[config.mk]
export PLATFORM = sky130hd
export DESIGN_NAME = if_fetch_unit
export DESIGN_NICKNAME = d
export VERILOG_FILES = /design/src/rtl/if_pkg.sv /design/src/rtl/fetch_fifo.sv /design/src/rtl/if_fetch_unit.sv
export SDC_FILE = /design/constraint.sdc
export NUM_CORES = 1
export LEC_CHECK = 0
export ABC_AREA = 1
export ABC_CLOCK_PERIOD_IN_PS = 2400
export CAP_MARGIN = 5
export CORE_MARGIN = 2
export CORE_UTILIZATION = 48
export DETAILED_ROUTE_END_ITERATION = 10
export PLACE_DENSITY = 0.77
export SLEW_MARGIN = 30
export SYNTH_ARGS = -nofsm -noshare
export SYNTH_HDL_FRONTEND = slang
export SYNTH_SLANG_ARGS = --single-unit
[constraint.sdc]
create_clock -name clk -period 2.4 [get_ports clk]
set_input_delay 0.48 -clock clk [delete_from_list [all_inputs] [get_ports clk]]
set_output_delay 0.48 -clock clk [all_outputs]
set_load 0.03 [all_outputs]
[src/rtl/if_pkg.sv]
// if_pkg: shared widths, fetch FSM states and queue entry layout for the fetch unit.
package if_pkg;
  localparam int XLEN = 32;
  localparam logic [XLEN-1:0] INST_BYTES = 32'd4;
  localparam int FIFO_DEPTH = 2;
  localparam logic [XLEN-1:0] DEFAULT_RESET_PC = 32'h0000_0000;
  typedef enum logic [1:0] {IDLE, REQ, WAIT} fetch_state_e;
  typedef struct packed {
    logic [XLEN-1:0] pc;
    logic [XLEN-1:0] inst;
  } fetch_entry_t;
endpackage

[src/rtl/fetch_fifo.sv]
// fetch_fifo: 2-entry {pc, inst} queue; head always in slot 0, flush beats push.
module fetch_fifo
  import if_pkg::*;
(
  input  logic                clk,
  input  logic                rst,
  input  logic                push,
  input  logic                pop,
  input  logic                flush,
  input  logic [2*XLEN-1:0]   din,
  output logic [2*XLEN-1:0]   head,
  output logic                full,
  output logic                empty
);
  logic [2*XLEN-1:0] e0_q, e0_d, e1_q, e1_d;
  logic [1:0] cnt_q, cnt_d, cnt_pop;
  logic do_pop;
  assign full = cnt_q == 2'(FIFO_DEPTH);
  assign empty = cnt_q == 2'd0;
  assign head = e0_q;
  assign do_pop = pop && !empty;
  always_comb begin
    cnt_pop = cnt_q - {1'b0, do_pop};
    e0_d = do_pop ? e1_q : e0_q;
    e1_d = e1_q;
    cnt_d = cnt_pop;
    if (push && cnt_pop != 2'(FIFO_DEPTH)) begin
      e0_d = (cnt_pop == 2'd0) ? din : e0_d;
      e1_d = (cnt_pop == 2'd0) ? e1_q : din;
      cnt_d = cnt_pop + 2'd1;
    end
    if (flush) cnt_d = 2'd0;
  end
  always_ff @(posedge clk) begin
    if (rst) begin
      cnt_q <= '0;
      e0_q <= '0;
      e1_q <= '0;
    end else begin
      cnt_q <= cnt_d;
      e0_q <= e0_d;
      e1_q <= e1_d;
    end
  end
endmodule

[src/rtl/if_fetch_unit.sv]
// if_fetch_unit: PC + single-outstanding ROM fetch, 2-entry output queue, jump redirect.
module if_fetch_unit
  import if_pkg::*;
#(
  parameter logic [XLEN-1:0] RESET_PC = DEFAULT_RESET_PC
) (
  input  logic        clk,
  input  logic        rst,
  input  logic        jump_en_i,
  input  logic [31:0] jump_addr_i,
  input  logic        hold_i,
  output logic        rom_req_o,
  output logic [31:0] rom_addr_o,
  input  logic        rom_gnt_i,
  input  logic        rom_rvalid_i,
  input  logic [31:0] rom_rdata_i,
  output logic        if_valid_o,
  output logic [31:0] if_pc_o,
  output logic [31:0] if_inst_o
);
  fetch_state_e state_q, state_d;
  logic [XLEN-1:0] pc_q, pc_d, req_pc_q, req_pc_d;
  logic discard_q, discard_d, push, pop, keep, space, full, empty;
  fetch_entry_t head;
  assign if_valid_o = !empty && !jump_en_i;
  assign pop = if_valid_o && !hold_i;
  assign if_pc_o = empty ? '0 : head.pc;
  assign if_inst_o = empty ? '0 : head.inst;
  assign rom_addr_o = pc_q;
  // a fetch still in flight, or landing in the queue this cycle, already holds a slot
  assign keep = state_q == WAIT && !(rom_rvalid_i && discard_q);
  assign space = keep ? (empty || (pop && !full)) : (!full || pop);
  always_comb begin
    state_d = state_q;
    pc_d = pc_q;
    req_pc_d = req_pc_q;
    discard_d = discard_q;
    push = 1'b0;
    rom_req_o = 1'b0;
    case (state_q)
      IDLE: state_d = REQ;
      REQ: rom_req_o = space && !jump_en_i;
      WAIT: begin
        push = rom_rvalid_i && !discard_q && !jump_en_i;
        discard_d = rom_rvalid_i ? 1'b0 : discard_q || jump_en_i;
        rom_req_o = rom_rvalid_i && space && !jump_en_i;
        state_d = rom_rvalid_i ? REQ : WAIT;
      end
      default: state_d = IDLE;
    endcase
    if (rom_req_o && rom_gnt_i) begin
      req_pc_d = pc_q;
      pc_d = pc_q + INST_BYTES;
      state_d = WAIT;
    end
    if (jump_en_i) pc_d = {jump_addr_i[XLEN-1:2], 2'b00};
  end
  always_ff @(posedge clk) begin
    if (rst) begin
      state_q <= IDLE;
      pc_q <= RESET_PC;
      req_pc_q <= '0;
      discard_q <= 1'b0;
    end else begin
      state_q <= state_d;
      pc_q <= pc_d;
      req_pc_q <= req_pc_d;
      discard_q <= discard_d;
    end
  end
  fetch_fifo u_fifo (
    .clk   (clk),
    .rst   (rst),
    .push  (push),
    .pop   (pop),
    .flush (jump_en_i),
    .din   ({req_pc_q, rom_rdata_i}),
    .head  (head),
    .full  (full),
    .empty (empty)
  );
endmodule

After elaboration in Yosys (flattened, before gate mapping):

Cells that the tools add are included.

* register bits: 197
* bits of input ports: 70
* output and inout bits: 98
* logic and storage cells: 62

* add/subtract/negate cells: 3
* equality and inequality tests: 5
* muxes and demuxes: 15
* bitwise operators: 1
* reduce and logical (&&, ||, !) cells: 29

Operators with widths (count)
* 2-to-1 mux 64 bit: 3
* 2-to-1 mux 32 bit: 4
* adder 32 x 3 -> 32 bit, second input constant: 1
* logical AND 1 bit: 13
* logical NOT 1 bit: 6
* logical NOT 2 bit: 3
* 2-to-1 mux 2 bit: 3
* case mux 2 bit (3 select lines): 1
* equality test 2 bit, second input constant: 2
* inequality test 2 bit, second input constant: 2
* OR reduction 2 bit: 2
* logical OR 1 bit: 3
* 2-to-1 mux 1 bit: 3
* adder 2 x 1 -> 2 bit, second input constant: 1
* equality test 2 x 1 -> 1 bit, second input constant: 1
* case mux 1 bit (2 select lines): 1
* AND reduction 2 bit: 1
* nonzero test 2 bit: 1
* subtractor 2 x 1 -> 2 bit: 1
* inverter 1 bit: 1

Depth between registers and ports, before layout:

* depth in word-level cells: 13
* depth in mapped cells: 14
* gate-level depth less buffers: 12

By module:

A second synthesis with hierarchy kept.

* cell total of the unflattened synthesis: 1567
* area total of the unflattened synthesis: 9857.0 um^2

Modules (own cells, without submodules)
* fetch_fifo: instances 1, cells each 858, area an instance 5714.2 um^2, seq. area each 2602.5 um^2
* if_fetch_unit: instances 1, cells each 709, area an instance 4142.7 um^2, seq. area each 1261.2 um^2

Worst setup path after synthesis:

No wires, ideal clock.

* kind: input-to-reg
* from: in jump_en_i
* to: reg u_fifo.e0_q[0], in the netlist u_fifo.head[0]
* library setup time: 0.070 ns
* arrival: 2.473 ns
* required time: 2.330 ns
* setup slack: -0.143 ns
* stages: 13
* buffers on the path: 3
* cell sequence: nor2_2 nand2_2 clkbuf_1 inv_1 ha_1 xnor2_1 inv_1 ha_1 inv_1 nand3_2 buf_2 clkbuf_1 a21oi_1

* word-level cells in the longest chain between the ends: 8
* elaborated cells on any way between the ends: 13
* classes of those cells: 1 x add/sub; 1 x eq/ne; 4 x mux; 7 x reduce/logical

Ends and longest elaborated chain
* start: declaration: RTL line if_fetch_unit.sv:9 `input logic jump_en_i,`
* logical NOT 1 bit (*): RTL line if_fetch_unit.sv:25, if_fetch_unit.sv:44
* logical AND 1 bit: RTL line if_fetch_unit.sv:25 `assign if_valid_o = !empty && !jump_en_i;`
* logical AND 1 bit: RTL line if_fetch_unit.sv:26 `assign pop = if_valid_o && !hold_i;`
* logical AND 1 bit: RTL line fetch_fifo.sv:21 `assign do_pop = pop && !empty;`
* subtractor 2 x 1 -> 2 bit: RTL line fetch_fifo.sv:23 `cnt_pop = cnt_q - {1'b0, do_pop};`
* logical NOT 2 bit or inequality test 2 bit (tied branches): RTL line fetch_fifo.sv:28, fetch_fifo.sv:27
* 2-to-1 mux 64 bit or logical AND 1 bit (tied branches): RTL line fetch_fifo.sv:28, fetch_fifo.sv:27
* 2-to-1 mux 64 bit (*): RTL line fetch_fifo.sv:27 `if (push && cnt_pop != 2'(FIFO_DEPTH)) begin`
* end signal: assignment: RTL line fetch_fifo.sv:37 `e0_q <= '0;`
* end signal: assignment: RTL line fetch_fifo.sv:41 `e0_q <= e0_d;`
* end: declaration: RTL line fetch_fifo.sv:15 `logic [2*XLEN-1:0] e0_q, e0_d, e1_q, e1_d;`

Every way passes the cells marked *; elsewhere a longest branch is shown, timed or not.
A chain may end at the register's enable or synchronous reset.

Worst setup path in the final report:

* from: in hold_i
* to: reg u_fifo.e0_q[16], in the netlist u_fifo.head[16]

* word-level cells in the longest chain between the ends: 7
* elaborated cells on any way between the ends: 10
* classes of those cells: 1 x add/sub; 1 x eq/ne; 3 x mux; 5 x reduce/logical

Ends and longest elaborated chain
* start: declaration: RTL line if_fetch_unit.sv:11 `input logic hold_i,`
* logical NOT 1 bit (*): RTL line if_fetch_unit.sv:26
* logical AND 1 bit (*): RTL line if_fetch_unit.sv:26
* logical AND 1 bit (*): RTL line fetch_fifo.sv:21
* subtractor 2 x 1 -> 2 bit: RTL line fetch_fifo.sv:23
* logical NOT 2 bit or inequality test 2 bit (tied branches): RTL line fetch_fifo.sv:28, fetch_fifo.sv:27
* 2-to-1 mux 64 bit or logical AND 1 bit (tied branches): RTL line fetch_fifo.sv:28, fetch_fifo.sv:27
* 2-to-1 mux 64 bit (*): RTL line fetch_fifo.sv:27

Marks and branches as above.

==> impl_results.md <==
* DRC viols at 0
* H-tree levels at 4
* Setup TNS at 0 ps
* Share of cells above drive strength 1 at 6.116%
* Final period util at 92.91%
* CTS buffer count at 17
* Mapped Cells at 1351
* IO Count at 168
* DRT Pass-1 Iters at 5
* Routed wire per std cell at 13.85 um
* Initial antenna violation count at 0
* Clock root buffer master: clkbuf_16
* Synth async-reset ratio at 0%
* Crit path cell chain: clkdlybuf4s50_1 -> inv_1 -> nand2_4 -> inv_1 -> ha_1 -> xnor2_2 -> inv_1 -> ha_1 -> inv_1 -> nand3_4 -> buf_4 -> clkbuf_16 -> a21oi_1
* Vias in the first global route at 8069
* Initial Utilization at 48.74%
* Reg clk slew, reported paths at 70 ps
* Critical Path End: u_fifo.head[16]
* Crit path depth at 13
* Post-DP Area at 10950 sq um
* Final Max Tran Viols at 0
* Commonest non-fill, non-tap cell in the layout: nand2_1
* Iteration-0 DRC count of the detailed router at 681
* Mean Syn Cell Area at 6.703 sq um
* Post-synthesis sequential area ratio at 42.22%
* Critical Path Start Type: input pin
* Die Y-Extent at 141.4 um
* Worst Setup SP: hold_i
* Synth warn at 0
* Static leakage at 4.731 nW
* Total track usage at 23.84%
* # rows at 50
* Worst endpoint required time at 2760 ps
* Largest stage delay, worst path at 450 ps
* Clock tree buffer depth at 2
* Clock sinks at 191
* R2R Path Start: u_fifo.cnt_q[0]
* NumNets Final at 1553
* Hold buffers post-CTS at 0
* Worst Reg-to-Reg Cells at 13
* Post-DP HPWL at 15.89 mm
* Register-to-register setup slack at 180 ps
* VDD IR-drop max at 571.9 uV
* FF-to-FF End: u_fifo.head[16]
* Flops & latches, synth at 191
* Worst Hold Launch: rst
* IO buf count at 163
* Main synth FF type: dfxtp_1
* Worst-Margin Slew at 784.8 ps
* Hold Fails Final Rpt at 0
* Post-synth EDFFs at 0
* Crit Path Category: in -> reg
* CP dominant cell by count: inv_1
* Ant. Diodes at 0
* Setup-failing EPs final at 0
* Setup crit end kind: flip-flop
* Power per standard cell area at 691.6 nW/um^2
* Die Width at 141.4 um
* Synthesized area at 9056 sq um
* Commonest cells after routing, fill and taps aside: 313 x nand2_1, 191 x dfxtp_1, 182 x a21oi_1, 144 x nor2_1, 139 x o21ai_0
* Largest net degree at the start of global routing at 125
* Detailed-route via count at 9009
* Die area at 19980 sq um
* Crit path DAT at 2590 ps
* Area Growth Syn to Fin at 27.16%
* Critical Path Fanout Max at 17
* Outcome: finished clean
* ANT nets after route at 0
* Gpl congestion at 0.9533
* Core area at 18580 sq um
* Synth cell types at 30
* Hold WC Path Type: in -> reg
* Fmax achieved at 448.5 MHz
* Max_cap viols at 0
* Minimum clock period at 2230 ps
* Max stage delay cell, worst path: clkdlybuf4s50_1
* Final wirelength at 23.84 mm
* Grt ovf at 0
* Design Area, Final at 11520 sq um
* Worst slew margin at 47.68%
* CTS tree: yes
* Via/cell ratio at 5.232
* CP top delay family: buffers and inverters
* Skew final at 5.469 ps
* First-pass GRT wire length at 39.20 mm
* Clk Latency, worst-skew pair at 430 ps
* Buf/Inv on CP at 7
* RSZ-0062 raised after global routing: no
[sequential cells by signal, summed over array words and instances, names as in the netlist]
name and count:
req_pc_q 30, discard_q 1, rom_addr_o 30, u_fifo.e1_q 62, u_fifo.head 64, state_q 2
u_fifo.cnt_q 2
[per-layer routing]
layer	share of wire (%)	wire length [um]	track usage, %	up-vias
met3	6.0	1419	3.679	30
met5	0	0	0	-
met4	2.0	473	7.421	0
li1	-	-	-	4634
met1	47	11150	32.92	4072
met2	45	10800	38.58	273
[how the worst min path moves through the flow]
stage | slack (ps) | cells after the start | endpoint
global placement | 440 | 2 | u_fifo.head[33]
floorplan | 420 | 2 | u_fifo.head[32]
finish | 410 | 2 | u_fifo.e1_q[24]
detailed placement | 450 | 2 | u_fifo.e1_q[44]
CTS | 390 | 2 | u_fifo.e1_q[23]
global route | 410 | 2 | u_fifo.e1_q[27]
[cells in the mapped netlist (5+ instances only)]
| library cell | instances | area (sq um) |
|---|---|---|
| nor2_1 | 145 | 544.3 |
| nand4_1 | 5 | 31.28 |
| inv_1 | 108 | 405.4 |
| buf_4 | 8 | 60.06 |
| ha_1 | 7 | 87.58 |
| a21oi_1 | 182 | 910.9 |
| nand3_1 | 117 | 585.6 |
| o21ai_1 | 9 | 45.04 |
| nand2_1 | 314 | 1179 |
| o21ai_0 | 142 | 710.7 |
| clkbuf_1 | 53 | 198.9 |
| dfxtp_1 | 191 | 3824 |
| buf_2 | 28 | 140.1 |
[power breakdown]
group / internal, mW / total, mW / switching [mW]
logic: 0.616 / 1.53 / 0.919
clock network: 1.61 / 2.81 / 1.20
registers: 3.43 / 3.62 / 0.189
[cell type report]
cell class	count	area, sq um
Sequential cell	191	3824
Clock inverter	10	112.6
Fill cell	1747	7064
Tap cell	234	292.8
Clock buffer	21	470.5
Multi-Input combinational cell	954	4405
Inverter	111	416.7
Timing Repair Buffer	201	1994
[what timing repair did]
item / in CTS / in global routing
gates cloned: 0 / 1
buffers inserted: 0 / 2
resized for setup: 65 / 8
endpoints found under the setup margin: 67 / 61
pin swaps: 0 / 2
[kinds of logic after synthesis]
logic type / share of synthesized area, %
AOI/OAI and AO/OA: 19.00
xor gates and xnor gates: 0.7736
adders and majority gates: 0.9671
buffers and inverters: 9.630
DFF: 42.22
other: 0.04141
and+or+nand+nor: 27.37
[worst reg2reg max path: stages, from the launching register on]
cell and delay [ps]:
dfxtp_1 340, nor2_4 180, nor2_4 60, nand2_4 60, inv_1 50, ha_1 200
xnor2_2 180, inv_1 70, ha_1 180, inv_1 110, nand3_4 190, buf_4 220
clkbuf_16 170, a21oi_1 130
[per-stage QoR]
stage	hold WS, ps	cells	total power, mW	utilization, %	setup WS (ps)
global placement	437.7	1688	5.156	58.90	-349.8
finish	405.3	1722	7.965	61.98	170.1
detailed placement	448.8	1688	5.193	58.92	-440.7
floorplan	423.2	1352	4.660	-	23.54
CTS	389.6	1719	7.985	61.64	42.14
global route	407.9	1722	8.364	61.98	54.71
No activity file was read; power rests on OpenSTA's default activity.
